## src/rtl/booth_mul.sv

```systemverilog
// ---------------------------------------------------------------------------
// booth_mul
//   Sequential signed radix-2 Booth multiplier. The two operands arrive on a
//   shared WIDTH-bit bus on consecutive cycles. The design performs one Booth
//   step per clock. The 2*WIDTH-bit product is returned as two consecutive
//   words, high word first.
//
// Ports
//   clk        in   rising-edge clock
//   rst        in   asynchronous active-low reset
//   start      in   request, sampled only in IDLE; in_bus holds the
//                   multiplicand in that cycle
//   in_bus     in   [WIDTH-1:0] multiplicand (start cycle), then the
//                   multiplier (next cycle)
//   busy       out  high from the accepting edge until the return to IDLE
//   out_valid  out  out_bus carries a product word
//   out_hi     out  1 = high word, 0 = low word (only meaningful with valid)
//   out_bus    out  [WIDTH-1:0] product word, 0 when out_valid is low
// ---------------------------------------------------------------------------
module booth_mul #(
   parameter int WIDTH = 8
) (
   input  logic             clk,
   input  logic             rst,
   input  logic             start,
   input  logic [WIDTH-1:0] in_bus,
   output logic             busy,
   output logic             out_valid,
   output logic             out_hi,
   output logic [WIDTH-1:0] out_bus
);

   localparam int CNT_W = (WIDTH > 1) ? $clog2(WIDTH) : 1;

   typedef enum logic [2:0] {
      IDLE   = 3'd0,
      LOAD_Q = 3'd1,
      CALC   = 3'd2,
      OUT_HI = 3'd3,
      OUT_LO = 3'd4
   } state_t;

   state_t             state_q, state_d;
   logic [WIDTH:0]     m_q, m_d;      // sign-extended multiplicand
   logic [WIDTH:0]     a_q, a_d;      // accumulator, one guard bit
   logic [WIDTH-1:0]   q_q, q_d;      // multiplier / low product half
   logic               q1_q, q1_d;    // Booth history bit
   logic [CNT_W-1:0]   cnt_q, cnt_d;
   logic [WIDTH:0]     a_sum;         // accumulator after the add/sub, before the shift

   // Register all state; reset clears the datapath and returns to IDLE.
   always_ff @(posedge clk or negedge rst) begin
      if (!rst) begin
         state_q <= IDLE;
         m_q     <= {(WIDTH+1){1'b0}};
         a_q     <= {(WIDTH+1){1'b0}};
         q_q     <= {WIDTH{1'b0}};
         q1_q    <= 1'b0;
         cnt_q   <= {CNT_W{1'b0}};
      end else begin
         state_q <= state_d;
         m_q     <= m_d;
         a_q     <= a_d;
         q_q     <= q_d;
         q1_q    <= q1_d;
         cnt_q   <= cnt_d;
      end
   end

   // Booth add/subtract selected by the current pair {Q[0], q_1}.
   // The guard bit keeps A-M representable when M is the most negative value.
   always_comb begin
      a_sum = a_q;
      case ({q_q[0], q1_q})
         2'b01:   a_sum = a_q + m_q;
         2'b10:   a_sum = a_q - m_q;
         default: a_sum = a_q;
      endcase
   end

   // Next-state and datapath update.
   always_comb begin
      state_d = state_q;
      m_d     = m_q;
      a_d     = a_q;
      q_d     = q_q;
      q1_d    = q1_q;
      cnt_d   = cnt_q;
      case (state_q)
         IDLE: begin
            if (start) begin
               m_d     = {in_bus[WIDTH-1], in_bus};
               a_d     = {(WIDTH+1){1'b0}};
               q1_d    = 1'b0;
               cnt_d   = {CNT_W{1'b0}};
               state_d = LOAD_Q;
            end else begin
               state_d = IDLE;
            end
         end
         LOAD_Q: begin
            q_d     = in_bus;
            state_d = CALC;
         end
         CALC: begin
            // Arithmetic right shift of {A', Q, q_1}.
            a_d   = {a_sum[WIDTH], a_sum[WIDTH:1]};
            q_d   = {a_sum[0], q_q[WIDTH-1:1]};
            q1_d  = q_q[0];
            cnt_d = cnt_q + CNT_W'(1'b1);
            if (cnt_q == CNT_W'(WIDTH - 1)) begin
               state_d = OUT_HI;
            end else begin
               state_d = CALC;
            end
         end
         OUT_HI: begin
            state_d = OUT_LO;
         end
         OUT_LO: begin
            state_d = IDLE;
         end
         default: begin
            state_d = IDLE;
         end
      endcase
   end

   // Moore output decode from the registered state and A/Q only.
   always_comb begin
      busy      = (state_q != IDLE);
      out_valid = 1'b0;
      out_hi    = 1'b0;
      out_bus   = {WIDTH{1'b0}};
      case (state_q)
         OUT_HI: begin
            out_valid = 1'b1;
            out_hi    = 1'b1;
            out_bus   = a_q[WIDTH-1:0];
         end
         OUT_LO: begin
            out_valid = 1'b1;
            out_hi    = 1'b0;
            out_bus   = q_q;
         end
         default: begin
            out_valid = 1'b0;
            out_hi    = 1'b0;
            out_bus   = {WIDTH{1'b0}};
         end
      endcase
   end

endmodule

```

## config.mk

```make
export PLATFORM = sky130hd
export DESIGN_NAME = booth_mul
export DESIGN_NICKNAME = d
export VERILOG_FILES = /design/src/rtl/booth_mul.sv
export SDC_FILE = /design/constraint.sdc
export NUM_CORES = 1
export LEC_CHECK = 0
export CAP_MARGIN = 20
export CORE_MARGIN = 2
export CORE_UTILIZATION = 25
export CTS_CLUSTER_DIAMETER = 80
export CTS_CLUSTER_SIZE = 14
export DETAILED_ROUTE_END_ITERATION = 16
export MAX_ROUTING_LAYER = met4
export PLACE_DENSITY = 0.45
export SYNTH_ARGS = -nofsm -noshare
export SYNTH_HDL_FRONTEND = slang
export SYNTH_SLANG_ARGS = --single-unit
```

## constraint.sdc

```tcl
create_clock -name clk -period 5.7 [get_ports clk]
set_input_delay 1.14 -clock clk [delete_from_list [all_inputs] [get_ports clk]]
set_output_delay 1.14 -clock clk [all_outputs]
set_load 0.005 [all_outputs]
```

---- Word-level counts from Yosys, hierarchy flattened ----
Cells that the tools add are included.
storage, ports and cells
  register bits after elaboration ......... 32
  bits of input ports ..................... 11
  output and inout bits ................... 11
  word-level logic and storage cells ...... 38
cells by class
  $add $sub $neg .......................... 3
  equal/unequal tests ..................... 8
  mux-type cells .......................... 14
  reduce and logical (&&, ||, !) cells .... 7
operator list
  kind                                                  count
  one-hot mux 9 bit (2 select lines)                    2
  one-hot mux 8 bit (2 select lines)                    2
  one-hot mux 3 bit (4 select lines)                    1
  adder 9 bit                                           1
  two-way mux 9 bit                                     1
  subtractor 9 bit                                      1
  equality test 3 x 2 -> 1 bit (second input constant)  2
  equality test 3 bit (second input constant)           2
  one-hot mux 3 bit (2 select lines)                    1
  two-way mux 1 bit                                     5
  AND reduction 2 bit                                   2
  nonzero test 2 bit                                    2
  adder 3 x 1 -> 3 bit (second input constant)          1
  equality test 3 x 1 -> 1 bit (second input constant)  1
  zero test 3 bit                                       1
  two-way mux 3 bit                                     1
  nonzero test 3 bit                                    1
  equality test 2 x 1 -> 1 bit (second input constant)  1
  equality test 2 bit (second input constant)           1
  != test 2 bit (second input constant)                 1
  one-hot mux 1 bit (2 select lines)                    1
  OR reduction 2 bit                                    1

---- Logic depth before layout (Yosys ltp) ----
Gate-level depths: netlist of the first run.
  word-level depth ........................ 3
  mapped depth ............................ 11
  gate-level depth less buffers ........... 11

---- Worst setup path before layout of the first run ----
OpenSTA, ideal clock, no wires.
  kind .................................... reg2reg
  from .................................... register q1_q
  to ...................................... register a_q[7]
  setup time .............................. 0.079 ns
  data arrival time ....................... 2.356 ns
  data required time ...................... 5.621 ns
  setup slack ............................. 3.265 ns
  stages on the path, launching flop included .. 11
  path buffers ............................ 1
  clock period less this slack ............ 2.435 ns
  path through ............................ dfrtp_1 -> inv_1 -> ha_1 -> clkbuf_1 -> mux2_2 -> fa_1 -> nand2b_1 -> a21oi_1 -> o21ai_0 -> mux2i_1 -> mux2i_1
on the way
  word-level cells in the longest chain between the ends .. 3
  elaborated cells between the ends (all ways) .. 4
  classes of those cells .................. eq/ne (2); mux (2)
RTL lines
  element                                                              RTL line  text
  start: declaration                                                   47        logic q1_q, q1_d;
  start signal: assignment                                             65        q1_q <= q1_d;
  equality test 2 bit or equality test 2 x 1 -> 1 bit (tied branches)  74        case ({q_q[0], q1_q})
  one-hot mux 9 bit (2 select lines) *                                 74
  one-hot mux 9 bit (2 select lines) *                                 89        case (state_q)
  end signal: assignment                                               56        a_q <= {(WIDTH+1){1'b0}};
  end: declaration                                                     45        logic [WIDTH:0] a_q, a_d;
Mark *: on every way between the ends. The rest lies on a longest branch, timed or not.
A chain may end at the register's enable or synchronous reset.

---- Final worst setup path of the first run ----
  from .................................... register state_q[0]
  to ...................................... output out_bus[4]
on the way
  word-level cells in the longest chain between the ends .. 2
  elaborated cells between the ends (all ways) .. 3
  classes of those cells .................. eq/ne (2); mux (1)
RTL lines
  element                                                              RTL line  text
  start: declaration                                                   43        state_t state_q, state_d;
  start signal: assignment                                             61        state_q <= state_d;
  equality test 3 bit or equality test 3 x 2 -> 1 bit (tied branches)  135       case (state_q)
  one-hot mux 8 bit (2 select lines) *                                 135
  end: declaration                                                     30        output logic [WIDTH-1:0] out_bus
Marked as above.

==> metrics, run 1 <==
register bit total from synthesis=31; TritonCTS Sinks=31; final worst path period share=about 59%; warnings from Yosys=0; number of flops mapped to enable cells by yosys=0; final-layout worst hold slack=0.502 ns; fraction of synthesized cell area taken by the top area cell type=around 39%; Max rail drop VDD=0.000290 V; Area Overhead vs Synth=19.7%; Clock Latency Late Sink=roughly 0.28 ns; Die Span Y=93.7 um; Routed WL=4930 um; via count normalized by instance count=between 4 and 5; min Tclk post-route=3.34 ns; Resized Gates After CTS=0; required time of the critical path=4.56 ns; clock tree from TritonCTS=yes; DRC marker count from the first detailed-route iteration=roughly 110; FF+latch area=between 700 and 800 um^2; leading register cell type out of synthesis=dfrtp_1; cell count after synthesis=approximately 220; routed length per placed instance=approximately 14 um; clock transition time at the flip-flop clock pins of the worst setup and hold paths=about 0.070 ns; max-slew violations=0; router iterations before antenna repair=4; Overall Global Routing Usage=12.9%; capturing element type of the critical path=output pin; initial antenna violation count=0; async set-reset flop share out of synthesis=100%; post-layout net count=266; pwr/cell area=around 700 nW/um^2; wire length of the first global-routing pass=8540 um; RSZ-0062 raised after global routing=no; Static Leak=0.00107 uW; Mean Syn Cell Area=9.10 um^2; vias in the first global route=1684; ports placed on the boundary=22; slew at the pin closest to its max-slew limit=around 0.83 ns; CP max FO=11; area of the core=roughly 7800 um^2; layout cell share with drive strength beyond 1=6.17%; maximum number of pins on one net before global-route repair=32; Worst Path Arrival=about 2.2 ns; depth of the CTS H-tree=2; overall power after layout=~1600 uW; cell with the most instances after synthesis=nand2_1; Post-Synthesis Cell Area=2010 um^2; setup total negative slack=0 ns; detailed-route DRC error count=0; number of hold buffers added after cts=0; cell accounting for the most synthesized area=dfrtp_1; horizontal extent of the die=between 90 and 100 um; total via count after detailed routing=~1600; number of antenna cells inserted=0; Final GP Congestion=a little over 0.7; top achievable clock speed=0.300 GHz; Max Clock Skew=0.00479 ns; classification of the worst setup path=register to output pin; synth top area cells=dfrtp_1, nand2_1, ha_1; Port-buffer cells=21; area of combinational cells with multiple inputs=~1100 um^2; top cells by instance count after synthesis=nand2_1, dfrtp_1, o21ai_0; max-cap viol count=0; initial core utilization=between 20% and 30%; number of rows in the core area=32; clock root buffer=clkbuf_8; worst min-delay path class=register to register; status=finished clean; ANT nets after route=0; post-CTS setup buffer count=0; proportion of synthesized chip area in sequential cells=between 30% and 40%; synthesized netlist net count=between 200 and 250; leftover overflow at the end of global routing=0; number of distinct library cells after synthesis=46; CTS Buffer Depth=2; Final Hold Violating Endpoints=0; Total Die Area=around 8800 um^2; cts bufs inserted=5; total of fill cells in the finished design=848; nature of the critical path startpoint=register; Max-Slew Margin vs Limit=44.5%; total setup violations reported at the end of the flow=0; post-DP HPWL=3580 um
[layout make-up]
type,count,share of cell area (%)
Clock buffer,7,4.00
Timing Repair Buffer,22,9.04
Tap cell,102,5.30
Inverter,11,1.72
Sequential cell,31,32.2
Clock inverter,1,0.312
Multi-Input combinational cell,171,47.4
[critical path, stage by stage, from the launching register on]
cell             delay (ns)
dfrtp_1                0.49
nand2_1                0.08
nor2_1                 0.58
a22o_1                 0.26
clkdlybuf4s50_1        0.50
[sequential cells by signal (all words and copies together), names as in the netlist]
register  cells
q_q           8
cnt_q         3
q1_q          1
a_q           8
state_q       3
m_q           8
[cell usage in the layout, fill, tap and decap left out, types with 2 or more instances in the layout]
cell type	count
nand2_1	41
dfrtp_1	31
clkdlybuf4s50_1	21
o21ai_0	14
ha_1	12
inv_1	11
a21oi_1	9
mux2i_1	9
nor2_1	8
a22o_1	8
xnor2_1	7
clkbuf_8	7
nor3_1	6
nand2b_1	6
o21ai_1	4
nand3_1	4
a22oi_1	4
o22ai_1	4
nor3b_1	3
xor2_1	3
o211ai_1	3
or2_2	2
and2_1	2
a211oi_1	2
[path summary, 6_finish.rpt]
check | startpoint | endpoint | slack, ns | cells past startpoint
min reg2reg | cnt_q[0]$_DFFE_PN0P_ | cnt_q[0]$_DFFE_PN0P_ | 0.50 | 1
max reg2reg | m_q[0]$_DFFE_PN0P_ | a_q[7]$_DFFE_PN0P_ | 3.00 | 10
min | cnt_q[0]$_DFFE_PN0P_ | cnt_q[0]$_DFFE_PN0P_ | 0.50 | 1
max in group asynchronous | rst | a_q[3]$_DFFE_PN0P_ | 4.14 | 2
max | state_q[0]$_DFF_PN0_ | out_bus[4] | 2.36 | 4
min in group asynchronous | rst | state_q[2]$_DFF_PN0_ | 1.26 | 2
[routing by layer]
metal	track usage (%)	part of all wire [%]
met1	17.5	51
met2	19.8	46
met3	2.17	2.0
met4	3.99	1.5
met5	-	0
[stage by stage]
stage	area [um^2]	setup WS, ns	cells	utilization (%)
4_1_cts	2410	2.34	345	31.0
2_1_floorplan	2010	3.26	221	-
3_5_place_dp	2300	2.69	337	29.7
3_3_place_gp	2300	2.73	337	29.7
5_1_grt	2410	2.17	345	31.0
6_report	2410	2.36	345	31.0
[report_power, final]
part	switching, uW	leakage, uW	internal (uW)
combinational	566	0.000628	456
clock	85.7	0.0000505	110
sequential	107	0.000392	321
[cell families after synthesis]
logic type | after synthesis | synth area share [%]
AND/OR/NAND/NOR | 82 | 20.6
AO/OA/AOI/OAI | 56 | 18.3
flip-flops | 31 | 38.6
buffers and inverters | 19 | 4.73
XOR/XNOR | 10 | 4.35
adder cells (fa/ha/maj) | 13 | 8.46
multiplexers | 10 | 5.04
No activity file was read; power rests on OpenSTA's default activity.
==> run 2, diff against run 1 <==
==> constraint.sdc (replaced) <==
create_clock -name clk -period 3.4 [get_ports clk]
set_input_delay 0.68 -clock clk [delete_from_list [all_inputs] [get_ports clk]]
set_output_delay 0.68 -clock clk [all_outputs]
set_load 0.005 [all_outputs]
==> run 2 against run 1 <==
Against the previous run:
- die area unchanged
- sequential share of layout area unchanged
- flip-flop and latch count unchanged
- worst setup slack got worse by 1.7 ns
- non-clock buffer count increased by 3
- combinational power increased by 71%
- cell count increased by 0.87%
- register-to-register slack got worse by 2.3 ns
- sequential power increased by 68%
- count of clock-buffer cells in the layout unchanged
- first-iteration DRC count decreased by 51%
- largest cell class unchanged
- highest routed layer unchanged
==> metrics, run 2 (same netlist as run 1, synthesis figures left out) <==
maximum cell stage delay along the critical path=0.59 ns (was 0.58 ns); required time of the critical path=2.72 ns (was 4.56 ns); cts bufs inserted=5 (unchanged); Max-Slew Margin vs Limit=48.4% (was 44.5%); kind of cell adding the most delay to the critical path=simple AND/OR/NAND/NOR gates (unchanged); CP max FO=9 (was 11); top achievable clock speed=0.359 GHz; Resized Gates After CTS=0 (unchanged); layout cell share with drive strength beyond 1=6.50% (was 6.17%); area of the core=7770 um^2 (unchanged); total via count after detailed routing=1609 (was 1638); worst min-delay path class=register to register (unchanged); total setup violations reported at the end of the flow=0 (unchanged); Overall Global Routing Usage=12.8% (was 12.9%); Clock Latency Late Sink=0.28 ns (about the same); Die Span Y=93.7 um (unchanged); combined buffer and inverter count along the critical path=1 (unchanged); post-DP HPWL=3740 um (was 3580 um); wire length of the first global-routing pass=8470 um (was 8540 um); Max Clock Skew=0.00534 ns (was 0.00479 ns); maximum number of pins on one net before global-route repair=32 (unchanged); post-layout net count=269 (was 266); leftover overflow at the end of global routing=0 (unchanged); horizontal extent of the die=93.7 um (unchanged); final worst path period share=between 80% and 90%; setup total negative slack=0 ns (unchanged); router iterations before antenna repair=4 (unchanged); largest registers=a_q x8, m_q x8, q_q x8 (unchanged); via count normalized by instance count=4.62 (was 4.75); ANT nets after route=0 (unchanged); TritonCTS Sinks=31 (unchanged); depth of the CTS H-tree=2 (unchanged); post-CTS setup buffer count=0 (unchanged); Total Die Area=8780 um^2 (unchanged); detailed-route DRC error count=0 (unchanged); Final GP Congestion=0.830 (was 0.710); clock root buffer=clkbuf_8 (unchanged); number of hold buffers added after cts=0 (unchanged); initial antenna violation count=0 (unchanged); DRC marker count from the first detailed-route iteration=51 (was 105); Final Hold Violating Endpoints=0 (unchanged); Static Leak=0.00108 uW (was 0.00107 uW); capturing element type of the critical path=output pin (unchanged); CTS Buffer Depth=2 (unchanged); clock transition time at the flip-flop clock pins of the worst setup and hold paths=0.07 ns (about the same); RSZ-0062 raised after global routing=no (unchanged); initial core utilization=25.9% (unchanged); final instance area=2410 um^2 (unchanged); vias in the first global route=1641 (was 1684); cell with the biggest individual delay on the critical path=nor3b_2 (was nor2_1); Routed WL=5050 um (was 4930 um); number of antenna cells inserted=0 (unchanged); Area Overhead vs Synth=19.7% (unchanged); Port-buffer cells=21 (unchanged); status=finished clean (unchanged); Worst Path Arrival=2.10 ns (was 2.20 ns); routed length per placed instance=14.5 um (was 14.3 um); slew at the pin closest to its max-slew limit=0.774 ns (was 0.832 ns); min Tclk post-route=approximately 2.8 ns; max-slew violations=0 (unchanged); Max rail drop VDD=0.000587 V (was 0.000290 V); pwr/cell area=1130 nW/um^2 (was 684 nW/um^2); max-cap viol count=0 (unchanged); cells along the critical path=nor3b_2, a22o_1, clkdlybuf4s50_1 (was nand2_1, nor2_1, a22o_1, clkdlybuf4s50_1); nature of the critical path startpoint=register (unchanged); classification of the worst setup path=register to output pin (unchanged); ports placed on the boundary=22 (unchanged); clock tree from TritonCTS=yes (unchanged); most common cell after layout, fill and taps aside=nand2_1 (unchanged); commonest cells after routing, fill and taps aside=nand2_1, dfrtp_1, clkdlybuf4s50_1, o21ai_0, ha_1 (unchanged); number of rows in the core area=32 (unchanged); cell area reported after detailed placement=2330 um^2 (was 2300 um^2)
## run 2: changes by cell type in the layout (fill, tap and decap cells not counted)
| cell | change |
|---|---|
| buf_4 | +3 |
| clkinvlp_4 | -1 |
| clkbuf_8 | -2 |
| clkbuf_1 | +2 |
| clkinv_2 | +1 |
## run 2: area by class of cell
cell class / count / area [um^2]
clock buffers: 7 / 76.3
clock inverters: 1 / 5.00
fillers: 838 / 5360
inverters: 11 / 41.3
multi-input cells: 171 / 1140
flip-flops and latches: 31 / 776
well taps: 102 / 128
repair buffers: 25 / 240
## run 2: stage by stage
stage | instances | hold WS, ns | worst slack [ns] | util [%] | power, uW
3_3_place_gp | 340 | 0.494 | 0.728 | 29.9 | 2500
6_report | 348 | 0.498 | 0.618 | 31.0 | 2730
2_1_floorplan | 221 | 0.384 | 0.965 | - | 2040
3_5_place_dp | 340 | 0.501 | 0.736 | 29.9 | 2470
5_1_grt | 348 | 0.545 | 0.499 | 31.0 | 3030
4_1_cts | 348 | 0.508 | 0.586 | 31.0 | 2760
## run 2: worst reg2reg max path: cells and delay by family (launching register included)
kind                     cells  cell delay (ns)
AO/OA/AOI/OAI                3             0.74
XOR/XNOR                     1             0.16
adder cells (fa/ha/maj)      2             0.42
buffers and inverters        1             0.10
flip-flops                   1             0.42
multiplexers                 2             0.45
AND/OR/NAND/NOR              1             0.31
## run 2: power breakdown
part	internal, uW	total, uW	switching [uW]
clock network	143	275	132
logic	781	1740	957
registers	538	718	180
## run 2: worst paths after layout
kind,start,to,cells after the start,slack (ns)
worst max-delay path,state_q[0]$_DFF_PN0_,out_bus[7],3,0.62
worst min-delay path,cnt_q[0]$_DFFE_PN0P_,cnt_q[0]$_DFFE_PN0P_,1,0.50
worst max register to register,m_q[0]$_DFFE_PN0P_,a_q[7]$_DFFE_PN0P_,10,0.74
worst min register to register,cnt_q[0]$_DFFE_PN0P_,cnt_q[0]$_DFFE_PN0P_,1,0.50
max in group asynchronous,rst,a_q[6]$_DFFE_PN0P_,2,2.30
min in group asynchronous,rst,state_q[0]$_DFF_PN0_,2,0.80
## run 2: metal layers
layer | GRT usage [%] | routed length [um] | up-vias
met5 | - | 0 | -
met4 | 4.35 | 74 | 0
met3 | 2.09 | 100 | 5
met2 | 20.1 | 2280 | 18
met1 | 16.8 | 2600 | 751
li1 | - | - | 835
